===== src/rtl/gate_test_sequencer.sv =====
// Self-checking sequencer for the NOT/NAND gate cells: sweeps the four input vectors,
// samples the gate outputs after a settle time and accumulates a saturating error count.
module gate_test_sequencer #(
   parameter int SETTLE_CYCLES = 2,
   parameter int PASSES        = 1,
   parameter int ERR_W         = 4
) (
   input  logic             clk,
   input  logic             reset_L,
   input  logic             start,
   input  logic             abort,
   input  logic             out_not,
   input  logic             out_nand,
   output logic             in_not,
   output logic             in1_nand,
   output logic             in2_nand,
   output logic             busy,
   output logic             done,
   output logic             pass,
   output logic [ERR_W-1:0] err_count,
   output logic [3:0]       fail_vec
);

   localparam int SC_W = (SETTLE_CYCLES > 1) ? $clog2(SETTLE_CYCLES) : 1;
   localparam int PC_W = (PASSES > 1) ? $clog2(PASSES) : 1;
   localparam logic [SC_W-1:0] SETTLE_LAST = SC_W'(SETTLE_CYCLES - 1);
   localparam logic [PC_W-1:0] PASS_LAST   = PC_W'(PASSES - 1);

   typedef enum logic [1:0] {
      ST_IDLE = 2'd0,
      ST_RUN  = 2'd1,
      ST_DONE = 2'd2
   } state_t;

   state_t           state_q, state_d;
   logic [1:0]       idx_q, idx_d;
   logic [PC_W-1:0]  pass_cnt_q, pass_cnt_d;
   logic [SC_W-1:0]  settle_q, settle_d;
   logic [ERR_W-1:0] err_count_q, err_count_d;
   logic [3:0]       fail_vec_q, fail_vec_d;
   logic             pass_q, pass_d;
   logic             in_not_q, in_not_d;
   logic             in1_q, in1_d;
   logic             in2_q, in2_d;
   logic             exp_not, exp_nand, mismatch;

   always_comb begin
      state_d     = state_q;
      idx_d       = idx_q;
      pass_cnt_d  = pass_cnt_q;
      settle_d    = settle_q;
      err_count_d = err_count_q;
      fail_vec_d  = fail_vec_q;
      pass_d      = pass_q;
      in_not_d    = in_not_q;
      in1_d       = in1_q;
      in2_d       = in2_q;

      // Expected responses for the vector currently on the gate inputs; case inequality
      // makes an X/Z from the gates count as a failure.
      exp_not  = ~idx_q[0];
      exp_nand = ~(idx_q[1] & idx_q[0]);
      mismatch = (out_not !== exp_not) || (out_nand !== exp_nand);

      case (state_q)
         ST_IDLE, ST_DONE: begin
            if (start) begin
               state_d     = ST_RUN;
               idx_d       = 2'd0;
               pass_cnt_d  = '0;
               settle_d    = '0;
               err_count_d = '0;
               fail_vec_d  = 4'b0000;
               pass_d      = 1'b0;
               in_not_d    = 1'b0;
               in1_d       = 1'b0;
               in2_d       = 1'b0;
            end
         end
         ST_RUN: begin
            if (abort) begin
               state_d  = ST_IDLE;
               settle_d = '0;
               pass_d   = 1'b0;
               in_not_d = 1'b0;
               in1_d    = 1'b0;
               in2_d    = 1'b0;
            end else if (settle_q == SETTLE_LAST) begin
               settle_d = '0;
               if (mismatch) begin
                  if (err_count_q != '1) err_count_d = err_count_q + 1'b1;
                  fail_vec_d[idx_q] = 1'b1;
               end
               if (idx_q != 2'd3) begin
                  idx_d = idx_q + 2'd1;
               end else if (pass_cnt_q != PASS_LAST) begin
                  idx_d      = 2'd0;
                  pass_cnt_d = pass_cnt_q + 1'b1;
               end else begin
                  state_d = ST_DONE;
                  pass_d  = (err_count_d == '0);
               end
               in_not_d = (state_d == ST_RUN) ? idx_d[0] : 1'b0;
               in1_d    = (state_d == ST_RUN) ? idx_d[1] : 1'b0;
               in2_d    = (state_d == ST_RUN) ? idx_d[0] : 1'b0;
            end else begin
               settle_d = settle_q + 1'b1;
            end
         end
         default: state_d = ST_IDLE;
      endcase
   end

   always_ff @(posedge clk or negedge reset_L) begin
      if (!reset_L) begin
         state_q     <= ST_IDLE;
         idx_q       <= 2'd0;
         pass_cnt_q  <= '0;
         settle_q    <= '0;
         err_count_q <= '0;
         fail_vec_q  <= 4'b0000;
         pass_q      <= 1'b0;
         in_not_q    <= 1'b0;
         in1_q       <= 1'b0;
         in2_q       <= 1'b0;
      end else begin
         state_q     <= state_d;
         idx_q       <= idx_d;
         pass_cnt_q  <= pass_cnt_d;
         settle_q    <= settle_d;
         err_count_q <= err_count_d;
         fail_vec_q  <= fail_vec_d;
         pass_q      <= pass_d;
         in_not_q    <= in_not_d;
         in1_q       <= in1_d;
         in2_q       <= in2_d;
      end
   end

   assign busy      = (state_q == ST_RUN);
   assign done      = (state_q == ST_DONE);
   assign pass      = pass_q;
   assign err_count = err_count_q;
   assign fail_vec  = fail_vec_q;
   assign in_not    = in_not_q;
   assign in1_nand  = in1_q;
   assign in2_nand  = in2_q;

endmodule


===== config.mk =====
export PLATFORM = sky130hd
export DESIGN_NAME = gate_test_sequencer
export DESIGN_NICKNAME = d
export VERILOG_FILES = /design/src/rtl/gate_test_sequencer.sv
export SDC_FILE = /design/constraint.sdc
export NUM_CORES = 1
export LEC_CHECK = 0
export BUFFER_PORTS_ARGS = -buffer_cell sky130_fd_sc_hd__buf_2
export CORE_MARGIN = 8
export CORE_UTILIZATION = 51
export DETAILED_ROUTE_END_ITERATION = 7
export PLACE_DENSITY = 0.75
export SLEW_MARGIN = 10
export SYNTH_ARGS = -nofsm -noshare
export SYNTH_HDL_FRONTEND = slang
export SYNTH_SLANG_ARGS = --single-unit

===== constraint.sdc =====
create_clock -name clk -period 1.59 [get_ports clk]
set_input_delay 0.0795 -clock clk [delete_from_list [all_inputs] [get_ports clk]]
set_output_delay 0.0795 -clock clk [all_outputs]
set_load 0.1 [all_outputs]

Word level (Yosys, flattened, before mapping)
Index checks and enable logic that the tools add are counted.
{"block": "totals", "out_inout_bits": 14, "wordCells": 99, "reg_bits": 17, "in_bits": 6}
{"block": "classes", "magnitude_cmp": 2, "addsub": 4, "muxes": 52, "n_bitwise": 4, "n_eq_ne": 15, "n_reduce_logical": 13}
{"cell": "two-way mux 4 bit", "count": 11}
{"cell": "two-way mux 2 bit", "count": 13}
{"cell": "two-way mux 1 bit", "count": 18}
{"cell": "case mux 4 bit (2 select lines)", "count": 2}
{"cell": "AND reduction 5 bit", "count": 3}
{"cell": "case mux 1 bit (2 select lines)", "count": 5}
{"cell": "!= test 2 bit, second input constant", "count": 4}
{"cell": "case mux 2 bit (2 select lines)", "count": 2}
{"cell": "!= test 3 bit, second input constant", "count": 2}
{"cell": "adder 4 x 1 -> 4 bit, second input constant", "count": 1}
{"cell": "equality test 2 x 1 -> 1 bit, second input constant", "count": 2}
{"cell": "zero test 4 bit", "count": 1}
{"cell": "!= test 2 x 1 -> 1 bit, second input constant", "count": 2}
{"cell": "!= test 4 bit, second input constant", "count": 1}
{"cell": "bitwise OR 4 bit", "count": 1}
{"cell": "AND reduction 2 bit", "count": 2}
{"cell": "AND reduction 4 bit", "count": 1}
{"cell": "less-than comparator 2 x 3 -> 1 bit, second input constant", "count": 1}
{"cell": "!= test 3 x 2 -> 1 bit, second input constant", "count": 1}
{"cell": "AND reduction 3 bit", "count": 1}
{"cell": "adder 1 bit, second input constant", "count": 2}
{"cell": "adder 2 x 1 -> 2 bit, second input constant", "count": 1}
{"cell": "demux 1 bit (select 2 bit)", "count": 1}
{"cell": "equality test 2 bit, second input constant", "count": 1}
{"cell": "9 further kinds", "count": 11}

Logic depth before layout (Yosys ltp)
Gate-level depths: netlist (run 1).
{"block": "logic_depth", "ltp_word": 14, "depth_mapped": 5, "mapped_depth_nobuf": 5}

Worst setup path before layout (run 1)
OpenSTA, ideal clock, no wires.
{"block": "synth_path", "path_type": "reg-to-reg", "startpoint": "reg err_count_q[0] (netlist: err_count[0])", "endpoint": "reg pass_q (netlist: pass)", "setup_ps": 165, "slack_ps": -503, "t_required_ps": 1425, "path_buffers": 0, "path_stages_with_launch": 6, "arrival_ps": 1928, "synth_period_minus_slack_ps": 2093, "cell_sequence": "dfrtp_1 ha_1 nand3_1 o211ai_2 mux2i_1 o41ai_2"}
{"block": "synth_via", "elab_chain_cells": 12, "elab_cells_between_ends": 13, "cone_classes": "1 x add/sub; 1 x eq/ne; 10 x mux; 1 x reduce/logical"}
{"element": "start, declared", "line": "39", "text": "logic [ERR_W-1:0] err_count_q, err_count_d;"}
{"element": "start signal, assigned", "line": "131", "text": "err_count_q <= err_count_d;"}
{"element": "adder 4 x 1 -> 4 bit or != test 4 bit (tied branches)", "line": "91", "text": "if (err_count_q != '1) err_count_d = err_count_q + 1'b1;"}
{"element": "two-way mux 4 bit", "line": "91"}
{"element": "two-way mux 4 bit *", "line": "90", "text": "if (mismatch) begin"}
{"element": "two-way mux 4 bit *", "line": "88", "text": "end else if (settle_q == SETTLE_LAST) begin"}
{"element": "two-way mux 4 bit *", "line": "81", "text": "if (abort) begin"}
{"element": "two-way mux 4 bit *", "line": "65", "text": "case (state_q)"}
{"element": "zero test 4 bit *", "line": "101", "text": "pass_d = (err_count_d == '0);"}
{"element": "two-way mux 1 bit *", "line": "96", "text": "end else if (pass_cnt_q != PASS_LAST) begin"}
{"element": "two-way mux 1 bit *", "line": "94", "text": "if (idx_q != 2'd3) begin"}
{"element": "two-way mux 1 bit *", "line": "88"}
{"element": "two-way mux 1 bit *", "line": "81"}
{"element": "case mux 1 bit (2 select lines) *", "line": "65"}
{"element": "end signal, assigned", "line": "133", "text": "pass_q <= pass_d;"}
{"element": "end, declared", "line": "41", "text": "logic pass_q, pass_d;"}
Mark *: on every way between the ends. The rest lies on a longest branch, timed or not. The select of a mux whose other input is x is not followed.
A chain may end at the register's enable or synchronous reset.

Worst setup path in the final report (run 1)
{"block": "layout_path", "startpoint": "reg idx_q[0]", "endpoint": "reg err_count_q[1] (netlist: err_count[1])"}
{"block": "layout_via", "elab_chain_cells": 11, "elab_cells_between_ends": 13, "cone_classes": "2 x eq/ne; 7 x mux; 3 x bitwise; 1 x reduce/logical"}
{"element": "start, declared", "line": "36", "text": "logic [1:0] idx_q, idx_d;"}
{"element": "start signal, assigned", "line": "128", "text": "idx_q <= idx_d;"}
{"element": "AND 1 bit", "line": "62", "text": "exp_nand = ~(idx_q[1] & idx_q[0]);"}
{"element": "NOT 1 bit", "line": "62"}
{"element": "!== test 1 bit", "line": "63", "text": "mismatch = (out_not !== exp_not) || (out_nand !== exp_nand);"}
{"element": "logical OR 1 bit *", "line": "63"}
{"element": "two-way mux 4 bit *", "line": "90"}
{"element": "two-way mux 4 bit *", "line": "88"}
{"element": "two-way mux 4 bit *", "line": "81"}
{"element": "two-way mux 4 bit *", "line": "65"}
{"element": "two-way mux 4 bit *", "line": "88"}
{"element": "two-way mux 4 bit *", "line": "81"}
{"element": "case mux 4 bit (2 select lines) *", "line": "65"}
Marked as above.

==> results of run 1 <==
[sequential cells by signal (all words and copies together) (netlist names)]
register	cells
fail_vec	4
in1_nand	1
idx_q	2
err_count	4
state_q	2
settle_q	1
pass	1
in2_nand	1
[worst register-to-register path, cell delays in order, from the launching register on]
cell and delay (ns):
dfrtp_1 0.37, or2b_4 0.29, buf_4 0.14, o211a_4 0.25, and3_1 0.17, a31o_2 0.21
[area by class of cell]
cell class | instances | area share (%)
clock buffer | 4 | 3.015
inverter | 3 | 1.247
multi-input combinational | 68 | 43.87
sequential | 16 | 34.10
tap | 25 | 2.599
timing repair buffer | 30 | 15.18
[worst paths after layout]
| kind | from | endpoint | slack, ns | depth (start not counted) |
|---|---|---|---|---|
| max | idx_q[0]$_DFFE_PN0P_ | err_count[1]$_DFFE_PN0P_ | 0.06 | 5 |
| min | abort | in2_nand$_DFFE_PN0P_ | 0.05 | 2 |
| max reg2reg | idx_q[0]$_DFFE_PN0P_ | err_count[1]$_DFFE_PN0P_ | 0.06 | 5 |
| min reg2reg | fail_vec[3]$_DFFE_PN0P_ | fail_vec[3]$_DFFE_PN0P_ | 0.51 | 2 |
| max in group asynchronous | reset_L | err_count[1]$_DFFE_PN0P_ | 1.08 | 2 |
| min in group asynchronous | reset_L | settle_q$_DFFE_PN0P_ | 0.22 | 2 |
[where the power goes]
| group | leakage [nW] | internal [mW] | switching (mW) | total [mW] |
|---|---|---|---|---|
| clock network | 0.0210 | 0.139 | 0.128 | 0.267 |
| logic | 0.335 | 0.144 | 0.362 | 0.506 |
| registers | 0.212 | 0.443 | 0.0268 | 0.470 |
[cells in the mapped netlist]
cell type	n	area (um^2)
a211oi_1	1	7.510
a211oi_2	1	12.51
a21oi_1	10	50.05
a2bb2oi_1	1	8.760
a311o_1	1	10.01
a31o_2	1	8.760
a41oi_1	1	8.760
and3_1	1	6.260
and4b_2	1	11.26
and4bb_2	1	12.51
buf_2	1	5.000
buf_4	2	15.01
buf_6	1	11.26
clkbuf_1	1	3.750
dfrtp_1	16	400.4
ha_1	1	12.51
inv_1	3	11.26
mux2_4	1	15.01
mux2i_1	2	20.02
nand2_1	8	30.03
nand2b_1	3	18.77
nand3_1	4	20.02
nand3b_1	2	15.01
nor2_1	5	18.77
nor2b_1	4	25.02
nor3_2	1	10.01
nor3b_1	1	7.510
o211a_4	1	17.52
o211ai_2	2	25.02
o21a_1	2	15.01
o21ai_0	3	15.01
o22ai_1	2	12.51
o41ai_2	1	16.27
or2_1	1	6.260
or2_2	1	6.260
or2b_1	1	7.510
or3_1	1	6.260
xnor2_4	1	27.53
xor2_1	1	8.760
[metal layers]
layer	vias up	wire length [um]
li1	387	-
met1	370	1072
met2	25	904
met3	4	113
met4	0	32
met5	-	0
[stage by stage]
stage	instance area, um^2	setup WS, ns	instances
after global routing	1204	0.01319	146
after global placement	1097	0.07347	136
after CTS	1169	0.007944	142
final	1204	0.05899	146
after detailed placement	1097	0.01749	136
after floorplan	968.4	0.0006496	92
[cell families (layout without fill, tap and decap cells)]
kind of cell,count (synthesis),in the layout,synth area share [%]
and+or+nand+nor,35,35,21.44
AOI/OAI and AO/OA,27,27,22.10
DFF,16,16,42.61
buffers and inverters,8,37,4.925
muxes,3,3,3.728
xor gates and xnor gates,2,2,3.862
adders and majority gates,1,1,1.331
[what timing repair did]
action	CTS	global route
gates resized for setup	2	1
hold endpoints to repair	17	0
endpoints found under the setup margin	1	1
setup buffers	0	4
hold buffers	2	0
pin swaps	1	2
==> summary.md, run 1 <==
| Metric | Value |
|---|---|
| Total power | 1.243 mW |
| LEAKAGE | 0.5678 nW |
| Post-synth net total | 99 |
| Util after Layout | 69.71% |
| Setup TNS | 0 ns |
| Rel. slew slack | 67.55% |
| CP Launch Type | flip-flop |
| Crit-path max cell delay | 0.37 ns |
| Critical Path, Cell by Cell | or2b_4 -> buf_4 -> o211a_4 -> and3_1 -> a31o_2 |
| Final Hold Viols | 0 |
| Initial antenna violation count | 0 |
| Register Area | 410.4 um^2 |
| First-pass GRT wire length | 3.546 mm |
| Core area | 0.001727 mm^2 |
| Routed len/inst | 14.54 um |
| Clk root buf | clkbuf_4 |
| Delay-heaviest family, CP | simple AND/OR/NAND/NOR gates |
| Buf+Inv Stages, Crit Path | 1 |
| Yosys Warn Count | 0 |
| DRC viols | 0 |
| Pins Over Slew Limit | 0 |
| Total grt overflow | 0 |
| Clock buffer depth | 2 |
| H-tree depth | 1 |
| Die Y | 58.93 um |
| GR met2 Demand/Resource | 19.00% |
| Status | complete, no violations |
| Fin crit share | 96.29% |
| Synthesized flop and latch total | 16 |
| Hold crit path type | input port to flip-flop |
| Via density | 5.384 |
| Synth Cell Area | 939.7 um^2 |
| Commonest non-fill, non-tap cell in the layout | buf_2 |
| M3 GR Usage | 3.696% |
| Slew @ Worst Pin | 0.4901 ns |
| Most frequent cells in the layout | buf_2 (19), dfrtp_1 (12), a21oi_1 (10), buf_4 (9), nand2_1 (8) |
| Rows | 15 |
| Port bufs | 19 |
| MaxCap Viol Count | 0 |
| Required time worst endpoint | 1.77 ns |
| RSZ-0062 raised after global routing | no |
| Vias in the first global route | 760 |
| Antenna Cells | 0 |
| Worst EP arrival | 1.71 ns |
| IR Drop Worst-Case VDD | 0.6646 mV |
| Gpl congestion | 0.7630 |
| Post-DP HPWL | 1.574 mm |
| CTS tree | yes |
| Crit-path slowest cell | dfrtp_1 |
| Finish-stage setup viols | 0 |
| Met1 Usage GRT | 17.52% |
| Hold_ws | 0.05051 ns |
| ANT nets after route | 0 |
| PwrDens | 1033 mW/mm^2 |
| Share of cells above drive strength 1 | 44.63% |
| Synth Area per Inst | 10.21 um^2 |
| # IOs | 20 |
| Critical setup path kind | flip-flop to flip-flop |
| CTS Buf Count | 3 |
| Nets | 129 |
| Die span in x | 58.93 um |
| Clock Sinks | 16 |
| Pre-antenna DRT Iters | 4 |
| Seq/Total Area, Yosys | 42.61% |
| Achievable frequency | 653.2 MHz |
| GRT Total Usage | 13.21% |
| Initial Utilization | 54.42% |
| Largest net degree at the start of global routing | 17 |
| Final wirelength | 2.123 mm |
| CP endpoint kind | flip-flop |
| Yosys cell types | 39 |
| Starting DRT DRC Count | 22 |
| Crit path max fanout | 8 |
| Gate Count Post-Synth | 92 |
| Filler instances | 147 |
| Multi-input gate area | 528.0 um^2 |
| Synth-to-layout area growth | 28.10% |
| Fin crit period | 1.531 ns |
| Clock Latency Late Sink | 0.28 ns |
| Clk slew on worst S/H paths | 0.09 ns |
| Die area | 0.003472 mm^2 |
| Busiest grt layer | met2 |
| Setup Skew | 0.002187 ns |
| Routed vias | 786 |
No activity file was read; power rests on OpenSTA's default activity.
==> run 2, diff against run 1 <==
- CORE_MARGIN: 8 -> 5
- CORE_UTILIZATION: 51 -> 47
- PLACE_DENSITY: 0.75 -> 0.73
- clock period: 1.59 -> 1.4 ns (I/O delays scaled with it)
==> summary.md, run 2 (synthesized netlist as in run 1, its figures left out) <==
| Metric | Value |
|---|---|
| IR Drop Worst-Case VDD | 0.9356 mV (was 0.6646 mV) |
| Placed cell areas | 0.001195 mm^2 (was 0.001097 mm^2) |
| Rel. slew slack | 67.62% (was 67.55%) |
| Most frequent cells in the layout | buf_2 (15), buf_4 (13), dfrtp_1 (11), nand2_1 (7), a21oi_1 (7) (was buf_2 (19), dfrtp_1 (12), a21oi_1 (10), buf_4 (9), nand2_1 (8)) |
| Nets | 133 (was 129) |
| Routed vias | 818 (was 786) |
| Total power | 1.418 mW (was 1.243 mW) |
| Worst slack, placed | -0.01790 ns (was 0.01749 ns) |
| Vias in the first global route | 807 (was 760) |
| Cell Count, Final, Fillers Out | 152 (was 146) |
| Final worst slack | -0.02211 ns (was 0.05899 ns) |
| Filler instances | 157 (was 147) |
| Antenna Cells | 0 (unchanged) |
| Hold-critical path depth | 2 (unchanged) |
| Port bufs | 19 (unchanged) |
| Die area | 0.002994 mm^2 (was 0.003472 mm^2) |
| CP Launch Type | flip-flop (unchanged) |
| R2r endpoint | pass$_DFFE_PN0P_ (was err_count[1]$_DFFE_PN0P_) |
| Core area | 0.001942 mm^2 (was 0.001727 mm^2) |
| Post-DP HPWL | 1.571 mm (was 1.574 mm) |
| Crit path max fanout | 4 (was 8) |
| First-pass GRT wire length | 3.622 mm (was 3.546 mm) |
| Crit-path slowest cell | dfrtp_1 (unchanged) |
| # IOs | 20 (unchanged) |
| Fin crit share | 101.6% (was 96.29%) |
| Synth-to-layout area growth | 38.48% (was 28.10%) |
| Crit-path max cell delay | 0.45 ns (was 0.37 ns) |
| Failing checks | negative setup slack |
| Critical Path, Cell by Cell | xnor2_4 -> buf_4 -> o211ai_2 -> mux2i_1 -> o41ai_2 (was or2b_4 -> buf_4 -> o211a_4 -> and3_1 -> a31o_2) |
| Worst Hold Path EP | in2_nand$_DFFE_PN0P_ (unchanged) |
| Hold crit path type | input port to flip-flop (unchanged) |
| Initial antenna violation count | 0 (unchanged) |
| Die Y | 54.72 um (was 58.93 um) |
| Total grt overflow | 0 (unchanged) |
| Setup TNS | -0.02211 ns (was 0 ns) |
| CP endpoint kind | flip-flop (unchanged) |
| Achievable frequency | 703.2 MHz (was 653.2 MHz) |
| Finish-stage setup viols | 1 (was 0) |
| Fin crit period | 1.422 ns (was 1.531 ns) |
| Commonest non-fill, non-tap cell in the layout | buf_2 (unchanged) |
| ANT nets after route | 0 (unchanged) |
| Post-layout instance area | 0.001301 mm^2 (was 0.001204 mm^2) |
| Initial Utilization | 48.39% (was 54.42%) |
| H-tree depth | 1 (unchanged) |
| Rows | 16 (was 15) |
| Final wirelength | 2.145 mm (was 2.123 mm) |
| Clk slew on worst S/H paths | 0.10 ns (was 0.09 ns) |
| GRT Total Usage | 17.12% (was 13.21%) |
| Worst r2r path cells | 5 (unchanged) |
| DRC viols | 0 (unchanged) |
| Critical setup path kind | flip-flop to flip-flop (unchanged) |
| Buf+Inv Stages, Crit Path | 1 (unchanged) |
| Die span in x | 54.72 um (was 58.93 um) |
| Pre-antenna DRT Iters | 4 (unchanged) |
| Util after Layout | 67.01% (was 69.71%) |
| LEAKAGE | 0.5904 nW (was 0.5678 nW) |
| Worst EP arrival | 1.61 ns (was 1.71 ns) |
| Largest net degree at the start of global routing | 17 (unchanged) |
| Routed len/inst | 14.11 um (was 14.54 um) |
| Delay-heaviest family, CP | flip-flops (was simple AND/OR/NAND/NOR gates) |
| Status | complete, but fails checks (was complete, no violations) |
| PwrDens | 1090 mW/mm^2 (was 1033 mW/mm^2) |
| Clk root buf | clkbuf_4 (unchanged) |
| Setup Skew | 0.006766 ns (was 0.002187 ns) |
| Share of cells above drive strength 1 | 53.60% (was 44.63%) |
| Clock Sinks | 16 (unchanged) |
| Required time worst endpoint | 1.59 ns (was 1.77 ns) |
| HP Start | abort (unchanged) |
| Final Hold Viols | 0 (unchanged) |
| Dpl cells | 144 (was 136) |
| Hold_ws | 0.06338 ns (was 0.05051 ns) |
| Starting DRT DRC Count | 15 (was 22) |
| CTS tree | yes (unchanged) |
| Gpl congestion | 0.8076 (was 0.7630) |
| R2r startpoint | idx_q[1]$_DFFE_PN0P_ (was idx_q[0]$_DFFE_PN0P_) |
| Clock buffer depth | 2 (unchanged) |
| RSZ-0062 raised after global routing | yes (was no) |
| Flop-to-flop setup slack | -0.02 ns (was 0.06 ns) |
| Clock Latency Late Sink | 0.29 ns (was 0.28 ns) |
| CTS Buf Count | 3 (unchanged) |
| Slew @ Worst Pin | 0.4891 ns (was 0.4901 ns) |
| Pins Over Slew Limit | 0 (unchanged) |
| Via density | 5.382 (was 5.384) |
| MaxCap Viol Count | 0 (unchanged) |
-- run 2: power breakdown --
part / switching [mW] / total, mW / internal (mW)
Combinational: 0.430 / 0.629 / 0.199
Clock: 0.147 / 0.258 / 0.111
Sequential: 0.0267 / 0.531 / 0.504
-- run 2: what timing repair did --
action                     in CTS  in global routing
pin swaps                       0                  3
hold endpoints to repair       17                  0
gates resized for setup         2                 10
buffers inserted                1                  1
setup endpoints to repair       3                 11
hold buffers                    2                  0
-- run 2: area by class of cell --
cell class | instances | area (um^2) | share of cell area [%]
Sequential cell | 16 | 411.6 | 31.63
Multi-Input combinational cell | 68 | 566.8 | 43.56
Timing Repair Buffer | 34 | 247.7 | 19.04
Tap cell | 27 | 33.78 | 2.596
Clock buffer | 4 | 26.28 | 2.019
Inverter | 3 | 15.01 | 1.154
-- run 2: per-layer routing --
metal	vias to the layer above	part of all wire, %	global-route usage [%]
li1	398	-	-
met1	397	43	21.72
met2	19	51	26.57
met3	4	4.6	4.087
met4	0	1.1	9.129
met5	-	0	0
-- run 2: how the worst max path moves through the flow --
stage                           start  slack, ns  cells after the start                        to
2_1_floorplan  state_q[0]$_DFFE_PN0P_      -0.12                      5          pass$_DFFE_PN0P_
3_3_place_gp     idx_q[0]$_DFFE_PN0P_       0.01                      4  err_count[1]$_DFFE_PN0P_
3_5_place_dp     idx_q[1]$_DFFE_PN0P_      -0.02                      5          pass$_DFFE_PN0P_
4_1_cts          idx_q[0]$_DFFE_PN0P_      -0.04                      4          pass$_DFFE_PN0P_
5_1_grt          idx_q[0]$_DFFE_PN0P_      -0.09                      5          pass$_DFFE_PN0P_
6_report         idx_q[1]$_DFFE_PN0P_      -0.02                      5          pass$_DFFE_PN0P_
==> run 3, diff against run 2 <==
- CORE_UTILIZATION: 47 -> 51
- PLACE_DENSITY: 0.73 -> 0.75
- clock period: 1.4 -> 1.45 ns (I/O delays scaled with it)
==> summary.md, run 3 (synthesized netlist as in run 1, its figures left out) <==
| Metric | Value |
|---|---|
| Share of cells above drive strength 1 | 50.41% (was 53.60%) |
| Slew @ Worst Pin | 0.4892 ns (was 0.4891 ns) |
| Worst Hold Path EP | state_q[1]$_DFFE_PN0P_ (was in2_nand$_DFFE_PN0P_) |
| H-tree depth | 1 (unchanged) |
| Synth-to-layout area growth | 35.29% (was 38.48%) |
| Sw power | 0.5798 mW (was 0.6041 mW) |
| Port bufs | 19 (unchanged) |
| LEAKAGE | 0.5817 nW (was 0.5904 nW) |
| Hold crit path type | input port to flip-flop (unchanged) |
| Crit-path slowest cell | dfrtp_4 (was dfrtp_1) |
| Initial Utilization | 53.84% (was 48.39%) |
| Die Y | 52.93 um (was 54.72 um) |
| Post-layout instance area | 0.001271 mm^2 (was 0.001301 mm^2) |
| Nets | 131 (was 133) |
| Clock Sinks | 16 (unchanged) |
| MaxCap Viol Count | 0 (unchanged) |
| Starting DRT DRC Count | 20 (was 15) |
| CP Launch Type | flip-flop (unchanged) |
| Achievable frequency | 687.1 MHz (was 703.2 MHz) |
| RSZ-0062 raised after global routing | yes (unchanged) |
| R2r endpoint | pass$_DFFE_PN0P_ (unchanged) |
| Final worst slack | -0.005403 ns (was -0.02211 ns) |
| Total power | 1.357 mW (was 1.418 mW) |
| Via density | 5.419 (was 5.382) |
| R2r startpoint | err_count[1]$_DFFE_PN0P_ (was idx_q[1]$_DFFE_PN0P_) |
| Finish-stage setup viols | 1 (unchanged) |
| GRT Total Usage | 16.78% (was 17.12%) |
| Multi-input gate area | 561.8 um^2 (was 566.8 um^2) |
| Worst EP arrival | 1.65 ns (was 1.61 ns) |
| Crit path max fanout | 5 (was 4) |
| Clock Latency Late Sink | 0.28 ns (was 0.29 ns) |
| Total grt overflow | 0 (unchanged) |
| Buf+Inv Stages, Crit Path | 0 (was 1) |
| Delay-heaviest family, CP | flip-flops (unchanged) |
| Setup Skew | 0.005742 ns (was 0.006766 ns) |
| Hold-critical path depth | 2 (unchanged) |
| Clock network power share | 18.1% (was 18.2%) |
| HP Start | start (was abort) |
| Flop-to-flop setup slack | -0.005 ns (was -0.02 ns) |
| Switching part of the total | 42.72% (was 42.60%) |
| ANT nets after route | 0 (unchanged) |
| Core area | 0.001745 mm^2 (was 0.001942 mm^2) |
| Worst r2r path cells | 5 (unchanged) |
| Pre-antenna DRT Iters | 4 (unchanged) |
| Routed len/inst | 14.58 um (was 14.11 um) |
| PwrDens | 1068 mW/mm^2 (was 1090 mW/mm^2) |
| Part of the power in registers | 37.6% (was 37.4%) |
| Final Hold Viols | 0 (unchanged) |
| IR Drop Worst-Case VDD | 0.6342 mV (was 0.9356 mV) |
| Combinational fraction of design power | 44.3% (was 44.4%) |
| CTS Buf Count | 3 (unchanged) |
| Clock buffer depth | 2 (unchanged) |
| Pins Over Slew Limit | 0 (unchanged) |
| Pint | 0.7774 mW (was 0.8141 mW) |
| Dpl cells | 138 (was 144) |
| CTS tree | yes (unchanged) |
| Rel. slew slack | 67.61% (was 67.62%) |
| # IOs | 20 (unchanged) |
| Filler instances | 133 (was 157) |
| Critical setup path kind | flip-flop to flip-flop (unchanged) |
| Antenna Cells | 0 (unchanged) |
| Fin crit period | 1.455 ns (was 1.422 ns) |
| Failing checks | negative setup slack (unchanged) |
| Critical Path, Cell by Cell | ha_4 -> nand3_2 -> o211ai_2 -> mux2i_1 -> o41ai_4 (was xnor2_4 -> buf_4 -> o211ai_2 -> mux2i_1 -> o41ai_2) |
| Most frequent cells in the layout | buf_2 (17), buf_4 (12), dfrtp_1 (11), a21oi_1 (9), nand2_1 (7) (was buf_2 (15), buf_4 (13), dfrtp_1 (11), nand2_1 (7), a21oi_1 (7)) |
| Vias in the first global route | 703 (was 807) |
| Crit-path max cell delay | 0.52 ns (was 0.45 ns) |
| Die area | 0.002801 mm^2 (was 0.002994 mm^2) |
| First-pass GRT wire length | 3.325 mm (was 3.622 mm) |
| Required time worst endpoint | 1.64 ns (was 1.59 ns) |
| Clk slew on worst S/H paths | 0.09 ns (was 0.10 ns) |
| Status | complete, but fails checks (unchanged) |
| Gpl congestion | 0.8595 (was 0.8076) |
| Die span in x | 52.93 um (was 54.72 um) |
| Commonest non-fill, non-tap cell in the layout | buf_2 (unchanged) |
| Register Area | 411.6 um^2 (unchanged) |
| Fin crit share | 100.4% (was 101.6%) |
| Clk root buf | clkbuf_4 (unchanged) |
| Cell Count, Final, Fillers Out | 148 (was 152) |
| Rows | 15 (was 16) |
| CP endpoint kind | flip-flop (unchanged) |
| Routed vias | 802 (was 818) |
| Placed cell areas | 0.001161 mm^2 (was 0.001195 mm^2) |
| DRC viols | 0 (unchanged) |
| Final wirelength | 2.158 mm (was 2.145 mm) |
| Post-DP HPWL | 1.575 mm (was 1.571 mm) |
| Largest net degree at the start of global routing | 17 (unchanged) |
| Util after Layout | 72.83% (was 67.01%) |
| Initial antenna violation count | 0 (unchanged) |
[run 3: cell types whose count changed in the layout (fill, tap and decap cells not counted), moves of 2 or more]
| cell | delta |
|---|---|
| a21oi_1 | +2 |
| buf_2 | +2 |
| a21oi_2 | -2 |
| clkbuf_4 | -2 |
[run 3: final cells by class]
class	count	share of cell area [%]
Sequential cell	16	32.38
Tap cell	25	2.461
Multi-Input combinational cell	68	44.19
Inverter	3	1.181
Clock buffer	4	2.067
Timing Repair Buffer	32	17.72
[run 3: power by group through the flow]
stage	sequential [mW]	clock (mW)	combinational, mW
after global placement	0.519	0	0.555
after floorplan	0.671	0	0.287
after detailed placement	0.521	0	0.563
after CTS	0.512	0.249	0.569
final	0.511	0.245	0.601
after global routing	0.516	0.275	0.632
[run 3: timing repair]
action                                  4_1_cts  5_1_grt
endpoints found under the hold margin        16        0
setup buffers                                 0        5
gates resized for setup                       2        5
pin swaps                                     0        3
endpoints found under the setup margin        1        4
hold buffers                                  1        0
[run 3: layer usage]
metal  part of all wire [%]  vias up  track usage [%]
li1                       -      393                -
met1                     49      385            24.15
met2                     46       20            23.76
met3                    3.5        4            3.662
met4                    1.3        0            7.660
met5                      0        -                0
[run 3: how the worst max path moves through the flow]
stage | to | depth (start not counted) | slack [ns] | from
finish | pass$_DFFE_PN0P_ | 5 | -0.005 | err_count[1]$_DFFE_PN0P_
global route | pass$_DFFE_PN0P_ | 4 | -0.09 | idx_q[0]$_DFFE_PN0P_
CTS | pass$_DFFE_PN0P_ | 4 | 0.002 | idx_q[0]$_DFFE_PN0P_
detailed placement | pass$_DFFE_PN0P_ | 4 | -0.006 | idx_q[0]$_DFFE_PN0P_
global placement | pass$_DFFE_PN0P_ | 4 | -0.01 | idx_q[0]$_DFFE_PN0P_
floorplan | pass$_DFFE_PN0P_ | 5 | -0.07 | state_q[0]$_DFFE_PN0P_
[run 3: metrics by stage]
step,TNS (ns),hold slack [ns],setup slack (ns)
after floorplan,-0.1304,-0.2231,-0.07172
after global routing,-0.2236,0.03033,-0.09100
final,-0.005403,0.0007323,-0.005403
after CTS,0,0.002347,0.002422
after detailed placement,-0.005576,0.002579,-0.005576
after global placement,-0.01350,0.006850,-0.01350
[run 3: worst reg2reg max path: cells and delay by family (launching register included)]
kind	cells	cell delay, ns
multiplexers	1	0.16
adder cells (fa/ha/maj)	1	0.20
AO/OA/AOI/OAI	2	0.38
AND/OR/NAND/NOR	1	0.11
flip-flops	1	0.52
